File: config.mk
export PLATFORM = sky130hd
export DESIGN_NAME = inst_encoder_loader_flat
export DESIGN_NICKNAME = d
export VERILOG_FILES = /design/src/rtl/inst_encoder_loader_if.sv /design/src/rtl/inst_encoder_loader.sv /design/src/flat_wrapper.sv
export SDC_FILE = /design/constraint.sdc
export NUM_CORES = 1
export LEC_CHECK = 0
export ABC_AREA = 1
export BUFFER_PORTS_ARGS = -buffer_cell sky130_fd_sc_hd__buf_4
export CAP_MARGIN = 20
export CORE_MARGIN = 1
export CORE_UTILIZATION = 45
export CTS_CLUSTER_SIZE = 25
export DETAILED_ROUTE_END_ITERATION = 6
export HOLD_SLACK_MARGIN = 0.03
export PLACE_DENSITY = 0.76
export SLEW_MARGIN = 20
export SYNTH_ARGS = -nofsm -noshare
export SYNTH_HDL_FRONTEND = slang
export SYNTH_SLANG_ARGS = --single-unit
File: constraint.sdc
create_clock -name clk -period 4.2 [get_ports clk]
set_clock_uncertainty 0.15 [all_clocks]
set_input_delay 0.42 -clock clk [delete_from_list [all_inputs] [get_ports clk]]
set_output_delay 0.42 -clock clk [all_outputs]
set_load 0.02 [all_outputs]
File: src/rtl/inst_encoder_loader_if.sv
// Field-set / instruction-memory bus for the instruction encoder-loader.
// The master side drives field sets and memory acceptance; the slave side
// is the encoder-loader itself.
interface inst_encoder_loader_if #(
  parameter int ADDR_W = 8
);
  logic              start;
  logic              in_valid;
  logic              in_ready;
  logic [2:0]        type_SE;
  logic [6:0]        opcode;
  logic [4:0]        rd;
  logic [2:0]        funct3;
  logic [4:0]        rs1;
  logic [4:0]        rs2;
  logic [6:0]        funct7;
  logic [31:0]       imm;
  logic              mem_we;
  logic [ADDR_W-1:0] mem_addr;
  logic [31:0]       mem_wdata;
  logic              mem_ready;
  logic [ADDR_W:0]   count;
  logic              full;
  logic              err;
  logic [1:0]        err_code;

  modport master (
    output start, in_valid, type_SE, opcode, rd, funct3, rs1, rs2, funct7, imm,
           mem_ready,
    input  in_ready, mem_we, mem_addr, mem_wdata, count, full, err, err_code
  );

  modport slave (
    input  start, in_valid, type_SE, opcode, rd, funct3, rs1, rs2, funct7, imm,
           mem_ready,
    output in_ready, mem_we, mem_addr, mem_wdata, count, full, err, err_code
  );
endinterface

File: src/rtl/inst_encoder_loader.sv
// Packs RV32I fields plus a signed byte-offset immediate into a 32-bit
// instruction word and writes it to instruction memory at sequential word
// addresses. Out-of-range or misaligned immediates are dropped and flagged
// through sticky error status (first error code is kept).
module inst_encoder_loader #(
  parameter int ADDR_W    = 8,
  parameter int BASE_ADDR = 0
) (
  input  logic                 clk,
  input  logic                 rst_n,
  inst_encoder_loader_if.slave bus
);

  localparam logic [ADDR_W-1:0] BASE     = ADDR_W'(BASE_ADDR);
  localparam logic [ADDR_W-1:0] ADDR_ONE = ADDR_W'(1);
  localparam logic [ADDR_W:0]   CNT_ONE  = (ADDR_W + 1)'(1);

  typedef enum logic {S_IDLE, S_WRITE} state_t;

  typedef enum logic [1:0] {
    E_NONE  = 2'b00,
    E_RANGE = 2'b01,
    E_ALIGN = 2'b10
  } err_t;

  typedef enum logic [2:0] {
    FMT_I = 3'b000,
    FMT_S = 3'b001,
    FMT_B = 3'b011,
    FMT_J = 3'b100
  } fmt_t;

  state_t            r_state, w_next_state;
  logic [ADDR_W-1:0] r_mem_addr;
  logic [31:0]       r_mem_wdata;
  logic [ADDR_W:0]   r_count;
  logic              r_err;
  err_t              r_err_code;

  logic [31:0]       w_packed;
  err_t              w_code;
  logic              w_in_ready;
  logic              w_mem_we;
  logic              w_accept;
  logic              w_full;
  logic              w_fit_is;
  logic              w_fit_b;
  logic              w_fit_j;
  logic [31:0]       w_imm;

  assign w_imm  = bus.imm;
  // count can only reach 2^ADDR_W, so its top bit alone marks full.
  assign w_full = r_count[ADDR_W];

  // Sign-extension checks: the bits above the encodable field must all match.
  assign w_fit_is = (&w_imm[31:11]) | ~(|w_imm[31:11]);
  assign w_fit_b  = (&w_imm[31:12]) | ~(|w_imm[31:12]);
  assign w_fit_j  = (&w_imm[31:20]) | ~(|w_imm[31:20]);

  // Format packing and immediate validation; misalignment outranks range.
  always_comb begin
    // NOTE: every always_comb output gets a default first so no path can
    // leave it unassigned and infer a latch.
    w_code   = E_NONE;
    w_packed = {bus.funct7, bus.rs2, bus.rs1, bus.funct3, bus.rd, bus.opcode};
    case (bus.type_SE)
      FMT_I: begin
        w_packed = {w_imm[11:0], bus.rs1, bus.funct3, bus.rd, bus.opcode};
        if (!w_fit_is) w_code = E_RANGE;
      end
      FMT_S: begin
        w_packed = {w_imm[11:5], bus.rs2, bus.rs1, bus.funct3, w_imm[4:0],
                    bus.opcode};
        if (!w_fit_is) w_code = E_RANGE;
      end
      FMT_B: begin
        w_packed = {w_imm[12], w_imm[10:5], bus.rs2, bus.rs1, bus.funct3,
                    w_imm[4:1], w_imm[11], bus.opcode};
        if (w_imm[0])     w_code = E_ALIGN;
        else if (!w_fit_b) w_code = E_RANGE;
      end
      FMT_J: begin
        w_packed = {w_imm[20], w_imm[10:1], w_imm[11], w_imm[19:12], bus.rd,
                    bus.opcode};
        if (w_imm[0])     w_code = E_ALIGN;
        else if (!w_fit_j) w_code = E_RANGE;
      end
      default: ;
    endcase
  end

  // FSM next-state and handshake/strobe outputs; start blocks acceptance.
  always_comb begin
    w_next_state = r_state;
    w_in_ready   = 1'b0;
    w_mem_we     = 1'b0;
    case (r_state)
      S_IDLE: begin
        w_in_ready = !w_full && !bus.start;
        if (w_in_ready && bus.in_valid && (w_code == E_NONE))
          w_next_state = S_WRITE;
      end
      S_WRITE: begin
        w_mem_we = 1'b1;
        if (bus.mem_ready) w_next_state = S_IDLE;
      end
      default: w_next_state = S_IDLE;
    endcase
  end

  assign w_accept = bus.in_valid && w_in_ready;

  // FSM state register.
  always_ff @(posedge clk or negedge rst_n) begin
    // NOTE: sequential state uses non-blocking assignments so every register
    // samples pre-edge values regardless of block ordering.
    if (!rst_n) r_state <= S_IDLE;
    else        r_state <= w_next_state;
  end

  // Datapath: restart, word capture, error capture, write completion.
  always_ff @(posedge clk or negedge rst_n) begin
    if (!rst_n) begin
      r_mem_addr  <= BASE;
      r_mem_wdata <= '0;
      r_count     <= '0;
      r_err       <= 1'b0;
      r_err_code  <= E_NONE;
    end else if (r_state == S_IDLE && bus.start) begin
      r_mem_addr <= BASE;
      r_count    <= '0;
      r_err      <= 1'b0;
      r_err_code <= E_NONE;
    end else if (w_accept) begin
      if (w_code == E_NONE) begin
        r_mem_wdata <= w_packed;
      end else begin
        r_err <= 1'b1;
        if (!r_err) r_err_code <= w_code;
      end
    end else if (r_state == S_WRITE && bus.mem_ready) begin
      r_count    <= r_count + CNT_ONE;
      r_mem_addr <= r_mem_addr + ADDR_ONE;
    end
  end

  assign bus.in_ready  = w_in_ready;
  assign bus.mem_we    = w_mem_we;
  assign bus.mem_addr  = r_mem_addr;
  assign bus.mem_wdata = r_mem_wdata;
  assign bus.count     = r_count;
  assign bus.full      = w_full;
  assign bus.err       = r_err;
  assign bus.err_code  = r_err_code;

endmodule

File: src/flat_wrapper.sv
// flat-port wrapper written by rule: the top's interface ports become plain ports
module inst_encoder_loader_flat 
#(
  parameter int ADDR_W    = 8,
  parameter int BASE_ADDR = 0
)
  (clk, rst_n, bus_start, bus_in_valid, bus_type_SE, bus_opcode, bus_rd, bus_funct3, bus_rs1, bus_rs2, bus_funct7, bus_imm, bus_mem_ready, bus_in_ready, bus_mem_we, bus_mem_addr, bus_mem_wdata, bus_count, bus_full, bus_err, bus_err_code);
  inst_encoder_loader_if #(.ADDR_W(ADDR_W)) bus_i ();
  input  logic clk;
  input  logic rst_n;
  input wire logic [$bits(bus_i.start)-1:0] bus_start;
  input wire logic [$bits(bus_i.in_valid)-1:0] bus_in_valid;
  input wire logic [$bits(bus_i.type_SE)-1:0] bus_type_SE;
  input wire logic [$bits(bus_i.opcode)-1:0] bus_opcode;
  input wire logic [$bits(bus_i.rd)-1:0] bus_rd;
  input wire logic [$bits(bus_i.funct3)-1:0] bus_funct3;
  input wire logic [$bits(bus_i.rs1)-1:0] bus_rs1;
  input wire logic [$bits(bus_i.rs2)-1:0] bus_rs2;
  input wire logic [$bits(bus_i.funct7)-1:0] bus_funct7;
  input wire logic [$bits(bus_i.imm)-1:0] bus_imm;
  input wire logic [$bits(bus_i.mem_ready)-1:0] bus_mem_ready;
  output wire logic [$bits(bus_i.in_ready)-1:0] bus_in_ready;
  output wire logic [$bits(bus_i.mem_we)-1:0] bus_mem_we;
  output wire logic [$bits(bus_i.mem_addr)-1:0] bus_mem_addr;
  output wire logic [$bits(bus_i.mem_wdata)-1:0] bus_mem_wdata;
  output wire logic [$bits(bus_i.count)-1:0] bus_count;
  output wire logic [$bits(bus_i.full)-1:0] bus_full;
  output wire logic [$bits(bus_i.err)-1:0] bus_err;
  output wire logic [$bits(bus_i.err_code)-1:0] bus_err_code;
  assign bus_i.start = bus_start;
  assign bus_i.in_valid = bus_in_valid;
  assign bus_i.type_SE = bus_type_SE;
  assign bus_i.opcode = bus_opcode;
  assign bus_i.rd = bus_rd;
  assign bus_i.funct3 = bus_funct3;
  assign bus_i.rs1 = bus_rs1;
  assign bus_i.rs2 = bus_rs2;
  assign bus_i.funct7 = bus_funct7;
  assign bus_i.imm = bus_imm;
  assign bus_i.mem_ready = bus_mem_ready;
  assign bus_in_ready = bus_i.in_ready;
  assign bus_mem_we = bus_i.mem_we;
  assign bus_mem_addr = bus_i.mem_addr;
  assign bus_mem_wdata = bus_i.mem_wdata;
  assign bus_count = bus_i.count;
  assign bus_full = bus_i.full;
  assign bus_err = bus_i.err;
  assign bus_err_code = bus_i.err_code;
  inst_encoder_loader #(.ADDR_W(ADDR_W), .BASE_ADDR(BASE_ADDR)) u_core (.clk(clk), .rst_n(rst_n), .bus(bus_i));
endmodule
# [Word-level counts from Yosys, hierarchy flattened]
# Cells that the tools add are included.
[totals] regBits=53 latch_bits=0 ramBits=0 mem_bits_ro=0 input_bits=72 out_inout_bits=55 word_cells=70 memories=0
[op_classes] n_addsub=2 multipliers=0 n_div=0 n_lt_le_gt_ge=0 eq_ne=6 n_shift=0 n_mux=25 bitwise_logic=8 reduce_logical=23
[op_table] op="32-bit one-hot mux with 4 select lines" n=1
[op_table] op="9-bit two-way mux" n=3
[op_table] op="8-bit two-way mux" n=3
[op_table] op="21-bit AND reduction" n=1
[op_table] op="21-bit OR reduction" n=1
[op_table] op="20-bit AND reduction" n=1
[op_table] op="20-bit OR reduction" n=1
[op_table] op="2-bit two-way mux" n=6
[op_table] op="12-bit AND reduction" n=1
[op_table] op="12-bit OR reduction" n=1
[op_table] op="1-bit two-way mux" n=10
[op_table] op="9-bit by 1-bit adder with 9-bit output (second input constant)" n=1
[op_table] op="8-bit by 1-bit adder with 8-bit output (second input constant)" n=1
[op_table] op="1-bit logical AND" n=6
[op_table] op="2-bit != test (second input constant)" n=3
[op_table] op="2-bit one-hot mux with 3 select lines" n=1
[op_table] op="3-bit AND reduction" n=2
[op_table] op="1-bit NOT" n=5
[op_table] op="2-bit AND reduction" n=2
[op_table] op="2-bit nonzero test" n=2
[op_table] op="3-bit by 1-bit == test with 1-bit output (second input constant)" n=1
[op_table] op="3-bit by 2-bit == test with 1-bit output (second input constant)" n=1
[op_table] op="3-bit == test (second input constant)" n=1
[op_table] op="3-bit logical NOT" n=1
[op_table] op="other kinds (5)" n=8

# [Longest topological paths before layout]
# Gate-level depths: netlist (run 1).
[logic_depth] ltp_word=10 depth_mapped=13 ltp_nobuf=12

# [Least setup slack after synthesis (run 1)]
# OpenSTA, ideal clock, no wires.
[synth_timing] kind="reg2reg" from="reg u_core.r_state" to="reg u_core.r_mem_wdata[31] (netlist: u_core.bus.mem_wdata[31])" setup_time_ps=132 arrival_time_ps=1774 required_ps=3918 slack_ps=2144 path_stages_with_launch=9 path_buffers=2 period_less_slack_ps=2056 path_cell_list="dfrtp_1 > nor3_1 > nand2_1 > inv_1 > nand4_2 > buf_6 > buf_6 > nand2_1 > o21ai_0"
[synth_between] word_cells_on_any_way=6 classes_between="mux: 1; bitwise: 2; reduce/logical: 3"
[synth_lines] item="start: declaration" line_no="inst_encoder_loader.sv:33" rtl="state_t r_state, w_next_state;"
[synth_lines] item="start signal: assignment" line_no="inst_encoder_loader.sv:118" rtl="else r_state <= w_next_state;"
[synth_lines] item="1-bit two-way mux" line_no="inst_encoder_loader.sv:97" rtl="case (r_state)"
[synth_lines] item="via bus_in_ready" line_no="flat_wrapper.sv:22" rtl="output wire logic [$bits(bus_i.in_ready)-1:0] bus_in_ready;"
[synth_lines] item="1-bit logical AND" line_no="inst_encoder_loader.sv:111" rtl="assign w_accept = bus.in_valid && w_in_ready;"
[synth_lines] item="3-bit AND reduction (no line)"
[synth_lines] item="end signal: assignment" line_no="inst_encoder_loader.sv:136" rtl="r_mem_wdata <= w_packed;"
[synth_lines] item="end: declaration" line_no="inst_encoder_loader.sv:35" rtl="logic [31:0] r_mem_wdata;"
# The timed path passes the listed nets, and every way through them passes these cells.
# A chain may end at the register's enable or synchronous reset.

# [Final worst setup path (run 1)]
[layout_timing] from="reg u_core.r_state" to="reg u_core.r_count[8] (netlist: u_core.bus.count[8])"
[layout_between] elab_chain_len=4 word_cells_on_any_way=9 classes_between="eq/ne: 1; mux: 2; bitwise: 1; reduce/logical: 5"
[layout_lines] item="1-bit two-way mux or 1-bit NOT (tied branches)" line_no="inst_encoder_loader.sv:97, inst_encoder_loader.sv:129"
[layout_lines] item="1-bit logical AND (on tied branches)" line_no="inst_encoder_loader.sv:111, inst_encoder_loader.sv:129"
[layout_lines] item="2-bit != test (no line) or 2-bit nonzero test (tied branches)"
[layout_lines] item="2-bit AND reduction (no line)"
[layout_lines] item="end signal: assignment" line_no="inst_encoder_loader.sv:142" rtl="r_count <= r_count + CNT_ONE;"
[layout_lines] item="end: declaration" line_no="inst_encoder_loader.sv:36" rtl="logic [ADDR_W:0] r_count;"
# Parallel ways exist; a longest one is shown, timed or not.

==> results_dict.tcl, run 1 <==
set metrics [dict create \
    synth_top_cell_by_area "dfrtp_1" \
    worstReg2RegEnd "u_core.bus.count[8]$_DFFE_PN0P_" \
    p_clk_frac 0.215 \
    fp.dieH_um 82.5 \
    fp.coreArea_um2 6100 \
    synth_edf_count 0 \
    tritoncts "yes" \
    power_switching_share 0.343 \
    max_stage_delay_ns 0.43 \
    grt_max_degree 66 \
    synth_warnings 0 \
    postCtsSetupBuffers 0 \
    status "completed" \
    synth_top_area_share 0.454 \
    clockBufferDepth 2 \
    syn_area_per_cell_um2 8.29 \
    clock.fmax_mhz 439 \
    cts_resized 0 \
    max_cap_violations 0 \
    crit_chain "inv_1 -> nand2_1 -> nand2_2 -> inv_1 -> nor2_2 -> nand3_1 -> nor3b_1 -> nand2_1 -> nand2_1 -> nand2_1 -> nor2_1" \
    die_area_um2 6810 \
    drt-vias-per-instance 4.96 \
    syn_nets 426 \
    crit_slowest_cell "dfrtp_1" \
    tns_ns 0 \
    grt_remaining_overflow 0 \
    finalCritPeriodShare 0.542 \
    reg2reg_slack_ns 1.92 \
    crit_type "flop to flop" \
    io_pins 127 \
    hold_buffers 1 \
    place.port_buffers 126 \
    root_buffer "clkbuf_8" \
    hold_viol 0 \
    cp.arrival_ns 2.35 \
    die_w_um 82.5 \
    yosysMostFrequentCell "nand2_1" \
    clock_latency_ns 0.30 \
    min_to "u_core.r_state$_DFF_PN0_" \
    start_util 0.479 \
    power_leakage_nw 2.19 \
    synthFlopType "dfrtp_1" \
    clock-sinks 53 \
    multi_input_area_um2 1360 \
    setup_viol 0 \
    crit_top_cell "nand2_1" \
    whs_path_depth 2 \
    rows 28 \
    fillers 539 \
    place.gp.congestion 0.936 \
    ys_seq_area_frac 0.454 \
    synth.distinct_cells 30 \
    routedWlPerCell_um 13.0 \
    drtPass1Iterations 4 \
    post_dp_cell_area_um2 3880 \
    hold_path.class "input port to flop" \
    clk_pin_slew_ns 0.09 \
    tightest_slew_ns 0.670 \
    async_reset_ff_frac 1.00 \
    drcViolationCount 0 \
    cts.htree.levels 2 \
    worst_setup_path_end_kind "flop" \
    holdWs_ns 0.142 \
    fin_crit_ns 2.28 \
    drive_gt1_frac 0.351 \
    finalPower_mw 1.64 \
    power_frac_comb 0.368 \
    power_density_nw_per_um2 406 \
    ys_ff_latch 53 \
    synth_area_um2 2920 \
    crit-reg2reg-launch "u_core.r_state$_DFF_PN0_" \
    maxSlewViolCount 0 \
    vias 2748 \
    synth.area.top_cells "dfrtp_1 45%, nand2_1 12%, o21ai_2 6.6%" \
    grtUsageTotal 0.219 \
    ant_nets 0 \
    cp-start-kind "flop" \
    routed_wl_um 7220 \
    drt_iter0_drc 101 \
    cts_made_buffers 5 \
    path_max_fanout 14 \
    worstPathRequired_ns 4.28 \
    yosys-top-cells-count "97 x nand2_1, 53 x dfrtp_1, 37 x inv_1" \
    seqCellArea_um2 1330 \
    seqPwrFrac 0.417 \
    antenna_found_initial 0 \
    area_growth_pct 38.1 \
    hold_start "bus_mem_ready" \
    final_nets 552 \
    ff2ff_path_depth 11 \
    grt_pass1_vias 2550 \
    rsz0062_at_grt "false" \
    grt_first_pass_wirelength_um 11300 \
    dp_hpwl_um 5580 \
    switchingPower_uw 561 \
    internal_power_mw 1.08 \
    fin_area_um2 4030 \
    antennaDiodeCount 0 \
    synthCells 352 \
    relSlewSlack 0.553 \
    ir_drop_mv 0.263 \
]
-- cell usage in the layout (no fill, tap or decap), drive strengths merged, types with 2 or more instances in the layout --
| master | count |
|---|---|
| nor2 | 37 |
| nor3 | 9 |
| nand3 | 18 |
| inv | 40 |
| nand4 | 2 |
| buf | 127 |
| nor3b | 2 |
| clkbuf | 7 |
| o21ai | 39 |
| o22ai | 3 |
| nand2 | 101 |
| a21oi | 15 |
| mux2i | 19 |
| dfrtp | 53 |
| ha | 2 |
-- power by group through the flow --
stage	clock, mW	sequential (mW)	combinational [mW]
final	0.352	0.682	0.603
after floorplan	0	0.821	0.192
after global placement	0	0.690	0.594
after global routing	0.380	0.698	0.654
after CTS	0.362	0.683	0.608
after detailed placement	0	0.693	0.607
-- final cells by class --
class                   instances  area share
clock buffers                   7      0.0214
clock inverters                 1     0.00745
inverters                      40      0.0385
multi-input cells             250       0.338
flip-flops and latches         53       0.329
well taps                      75      0.0233
repair buffers                128       0.242
-- worst max-delay path by stage --
stage	from	endpoint	slack, ns	depth (start not counted)
2_1_floorplan	u_core.r_state$_DFF_PN0_	u_core.bus.mem_wdata[31]$_DFFE_PN0P_	2.14	8
3_3_place_gp	bus_imm[14]	u_core.bus.mem_wdata[31]$_DFFE_PN0P_	1.62	8
3_5_place_dp	bus_imm[14]	u_core.bus.mem_wdata[26]$_DFFE_PN0P_	1.50	8
6_report	u_core.r_state$_DFF_PN0_	u_core.bus.count[8]$_DFFE_PN0P_	1.92	11
4_1_cts	u_core.r_state$_DFF_PN0_	u_core.bus.mem_wdata[26]$_DFFE_PN0P_	1.71	5
5_1_grt	u_core.r_state$_DFF_PN0_	u_core.bus.count[8]$_DFFE_PN0P_	1.61	11
-- per-layer routing --
| metal | part of all wire | vias up | routed length, um | track usage |
|---|---|---|---|---|
| met4 | 0.014 | 0 | 103 | 0.0810 |
| met5 | 0 | - | 0 | 0 |
| met1 | 0.43 | 1260 | 3070 | 0.268 |
| met3 | 0.058 | 9 | 419 | 0.0407 |
| met2 | 0.50 | 88 | 3630 | 0.382 |
| li1 | - | 1391 | - | - |
-- cell families after synthesis --
kind of cell | share of synthesized area
simple gates | 0.258
compound gates | 0.132
flops | 0.454
buf+inv | 0.0814
mux | 0.0652
fa+ha+maj | 0.00857
-- flip-flops by register name, summed over array words and instances, names as in the netlist --
signal and count:
u_core.bus.mem_addr 8, u_core.r_state 1, u_core.bus.mem_wdata 32, u_core.bus.err_code 2
u_core.bus.count 9, u_core.bus.err 1
-- worst max-delay path, delay by kind of cell (launching register included) --
| kind | cells | cell delay [ns] |
|---|---|---|
| flip-flops | 1 | 0.43 |
| AND/OR/NAND/NOR | 9 | 1.41 |
| buffers and inverters | 2 | 0.21 |
-- stage by stage --
step	instances	setup slack, ns	utilization
detailed placement	544	1.50	0.637
finish	554	1.92	0.661
CTS	553	1.71	0.658
global placement	544	1.62	0.637
global route	554	1.61	0.661
floorplan	352	2.14	-
No activity file was read; power rests on OpenSTA's default activity.
==> inputs of run 2 (changes only) <==
--- a/config.mk
+++ b/config.mk
@@ -5,7 +5,7 @@
 export SDC_FILE = /design/constraint.sdc
 export NUM_CORES = 1
 export LEC_CHECK = 0
-export ABC_AREA = 1
+export ABC_AREA = 0
 export BUFFER_PORTS_ARGS = -buffer_cell sky130_fd_sc_hd__buf_4
 export CAP_MARGIN = 20
 export CORE_MARGIN = 1
@@ -13,7 +13,7 @@
 export CTS_CLUSTER_SIZE = 25
 export DETAILED_ROUTE_END_ITERATION = 6
 export HOLD_SLACK_MARGIN = 0.03
-export PLACE_DENSITY = 0.76
+export PLACE_DENSITY = 0.77
 export SLEW_MARGIN = 20
 export SYNTH_ARGS = -nofsm -noshare
 export SYNTH_HDL_FRONTEND = slang
==> constraint.sdc (replaced) <==
create_clock -name clk -period 2.2 [get_ports clk]
set_clock_uncertainty 0.15 [all_clocks]
set_input_delay 0.22 -clock clk [delete_from_list [all_inputs] [get_ports clk]]
set_output_delay 0.22 -clock clk [all_outputs]
set_load 0.02 [all_outputs]
==> results_dict.tcl, run 2 <==
set metrics [dict create \
    yosysMostFrequentCell "dfrtp_1" \
    grt_pass1_vias 2284 \
    cp.arrival_ns 2.05 \
    dp_hpwl_um 5120 \
    dpl.cell_count 443 \
    fin_area_um2 4140 \
    async_reset_ff_frac 1.00 \
    die_area_um2 6780 \
    clock.fmax_mhz 498 \
    vias 2352 \
    grtUsageTotal 0.206 \
    drcViolationCount 0 \
    ys_ff_latch 53 \
    crit_type "flop to flop" \
    setup_ws_ns 0.192 \
    syn_nets 313 \
    grt_remaining_overflow 0 \
    cts_made_buffers 5 \
    place.port_buffers 126 \
    cts.htree.levels 2 \
    root_buffer "clkbuf_8" \
    synth_area_um2 2900 \
    area_growth_pct 42.5 \
    worstPathRequired_ns 2.24 \
    place.gp.congestion 0.779 \
    power_leakage_nw 2.02 \
    max_cap_violations 0 \
    path_max_fanout 24 \
    worst_setup_path_end_kind "flop" \
    ff2ff_path_depth 5 \
    synth.area.top_cells "dfrtp_1 46%, mux2_4 15%, mux2_2 9.7%" \
    drive_gt1_frac 0.546 \
    fp.coreArea_um2 6060 \
    rsz0062_at_grt "false" \
    postCtsSetupBuffers 0 \
    clock_latency_ns 0.30 \
    tightest_slew_ns 0.667 \
    drtPass1Iterations 4 \
    crit_path_end "u_core.bus.mem_wdata[22]$_DFFE_PN0P_" \
    hold_path.class "input port to flop" \
    setup_viol 0 \
    io_pins 127 \
    routed_wl_um 6870 \
    clockBufferDepth 2 \
    pre_cts_ws_ns -0.121 \
    final_cell_mix "140 x buf_4, 53 x dfrtp_1, 29 x mux2_4" \
    clk_pin_slew_ns 0.10 \
    rows 28 \
    synth.distinct_cells 39 \
    grt_max_degree 54 \
    drt_iter0_drc 110 \
    reg2reg_slack_ns 0.19 \
    final_util 0.682 \
    mostFrequentLayoutCell "buf_4" \
    cp-start-kind "flop" \
    final_nets 457 \
    finalPower_mw 3.11 \
    yosys-top-cells-count "53 x dfrtp_1, 29 x mux2_4, 25 x mux2_2" \
    holdWs_ns 0.0588 \
    fp.dieH_um 82.3 \
    synth_top_area_share 0.457 \
    ant_nets 0 \
    ys_seq_area_frac 0.457 \
    synthCells 239 \
    largest_reg_flops 32 \
    syn_area_per_cell_um2 12.1 \
    hold_buffers 8 \
    critPathLaunch "u_core.r_state$_DFF_PN0_" \
    synth_edf_count 0 \
    synthFlopType "dfrtp_1" \
    fin_crit_ns 2.01 \
    routedWlPerCell_um 15.0 \
    status "completed" \
    antennaDiodeCount 0 \
    final_cells 458 \
    maxSlewViolCount 0 \
    ir_drop_mv 0.577 \
    synth_warnings 0 \
    hold_viol 0 \
    tns_ns 0 \
    antenna_found_initial 0 \
    tritoncts "yes" \
    die_w_um 82.3 \
    grt_first_pass_wirelength_um 10600 \
    drt-vias-per-instance 5.14 \
    crit-reg2reg-launch "u_core.r_state$_DFF_PN0_" \
    finalCritPeriodShare 0.913 \
    post_dp_cell_area_um2 3970 \
    synth_top_cell_by_area "dfrtp_1" \
    start_util 0.479 \
    worstReg2RegEnd "u_core.bus.mem_wdata[22]$_DFFE_PN0P_" \
    clock-sinks 53 \
    power_density_nw_per_um2 751 \
    relSlewSlack 0.555 \
    cts_resized 0 \
]
[run 2: metal layers]
metal	wire length, um	track usage
met1	2910	0.250
met2	3490	0.370
met3	388	0.0374
met4	77	0.0579
met5	0	0
[run 2: final cells by class]
type,instances,area [um^2]
clock buffers,6,82.6
clock inverters,1,7.51
fillers,476,1920
inverters,5,18.8
multi-input cells,169,1460
flip-flops and latches,53,1330
well taps,75,93.8
repair buffers,149,1150
[run 2: kinds of logic (layout without fill, tap and decap cells)]
logic type	Yosys count	after routing	share of synthesized area
XOR/XNOR	13	13	0.0392
AO/OA/AOI/OAI	25	25	0.0595
flip-flops	53	53	0.457
AND/OR/NAND/NOR	71	71	0.129
adder cells (fa/ha/maj)	2	2	0.00862
buffers and inverters	17	161	0.0457
multiplexers	58	58	0.261
[run 2: where the power goes]
group | internal, mW | leakage [nW] | switching [mW] | total, mW
registers | 1.18 | 0.667 | 0.136 | 1.32
clock network | 0.249 | 0.0433 | 0.308 | 0.557
logic | 0.678 | 1.31 | 0.555 | 1.23
total | 2.11 | 2.02 | 0.999 | 3.11
[run 2: critical path, stage by stage, from the launching register on]
cell and delay [ns]:
dfrtp_1 0.45, nor3_4 0.22, nand2_1 0.15, and4b_2 0.35, buf_12 0.21, mux2_2 0.35
[run 2: worst min-delay path by stage]
| stage | start | endpoint | slack [ns] | depth (start not counted) |
|---|---|---|---|---|
| floorplan | rst_n | u_core.bus.count[0]$_DFFE_PN0P_ | -0.23 | 0 |
| global placement | rst_n | u_core.bus.count[6]$_DFFE_PN0P_ | 0.15 | 1 |
| detailed placement | rst_n | u_core.bus.count[5]$_DFFE_PN0P_ | 0.16 | 1 |
| CTS | bus_mem_ready | u_core.bus.count[1]$_DFFE_PN0P_ | 0.05 | 3 |
| global route | bus_mem_ready | u_core.r_state$_DFF_PN0_ | 0.09 | 3 |
| finish | bus_mem_ready | u_core.bus.count[1]$_DFFE_PN0P_ | 0.06 | 3 |
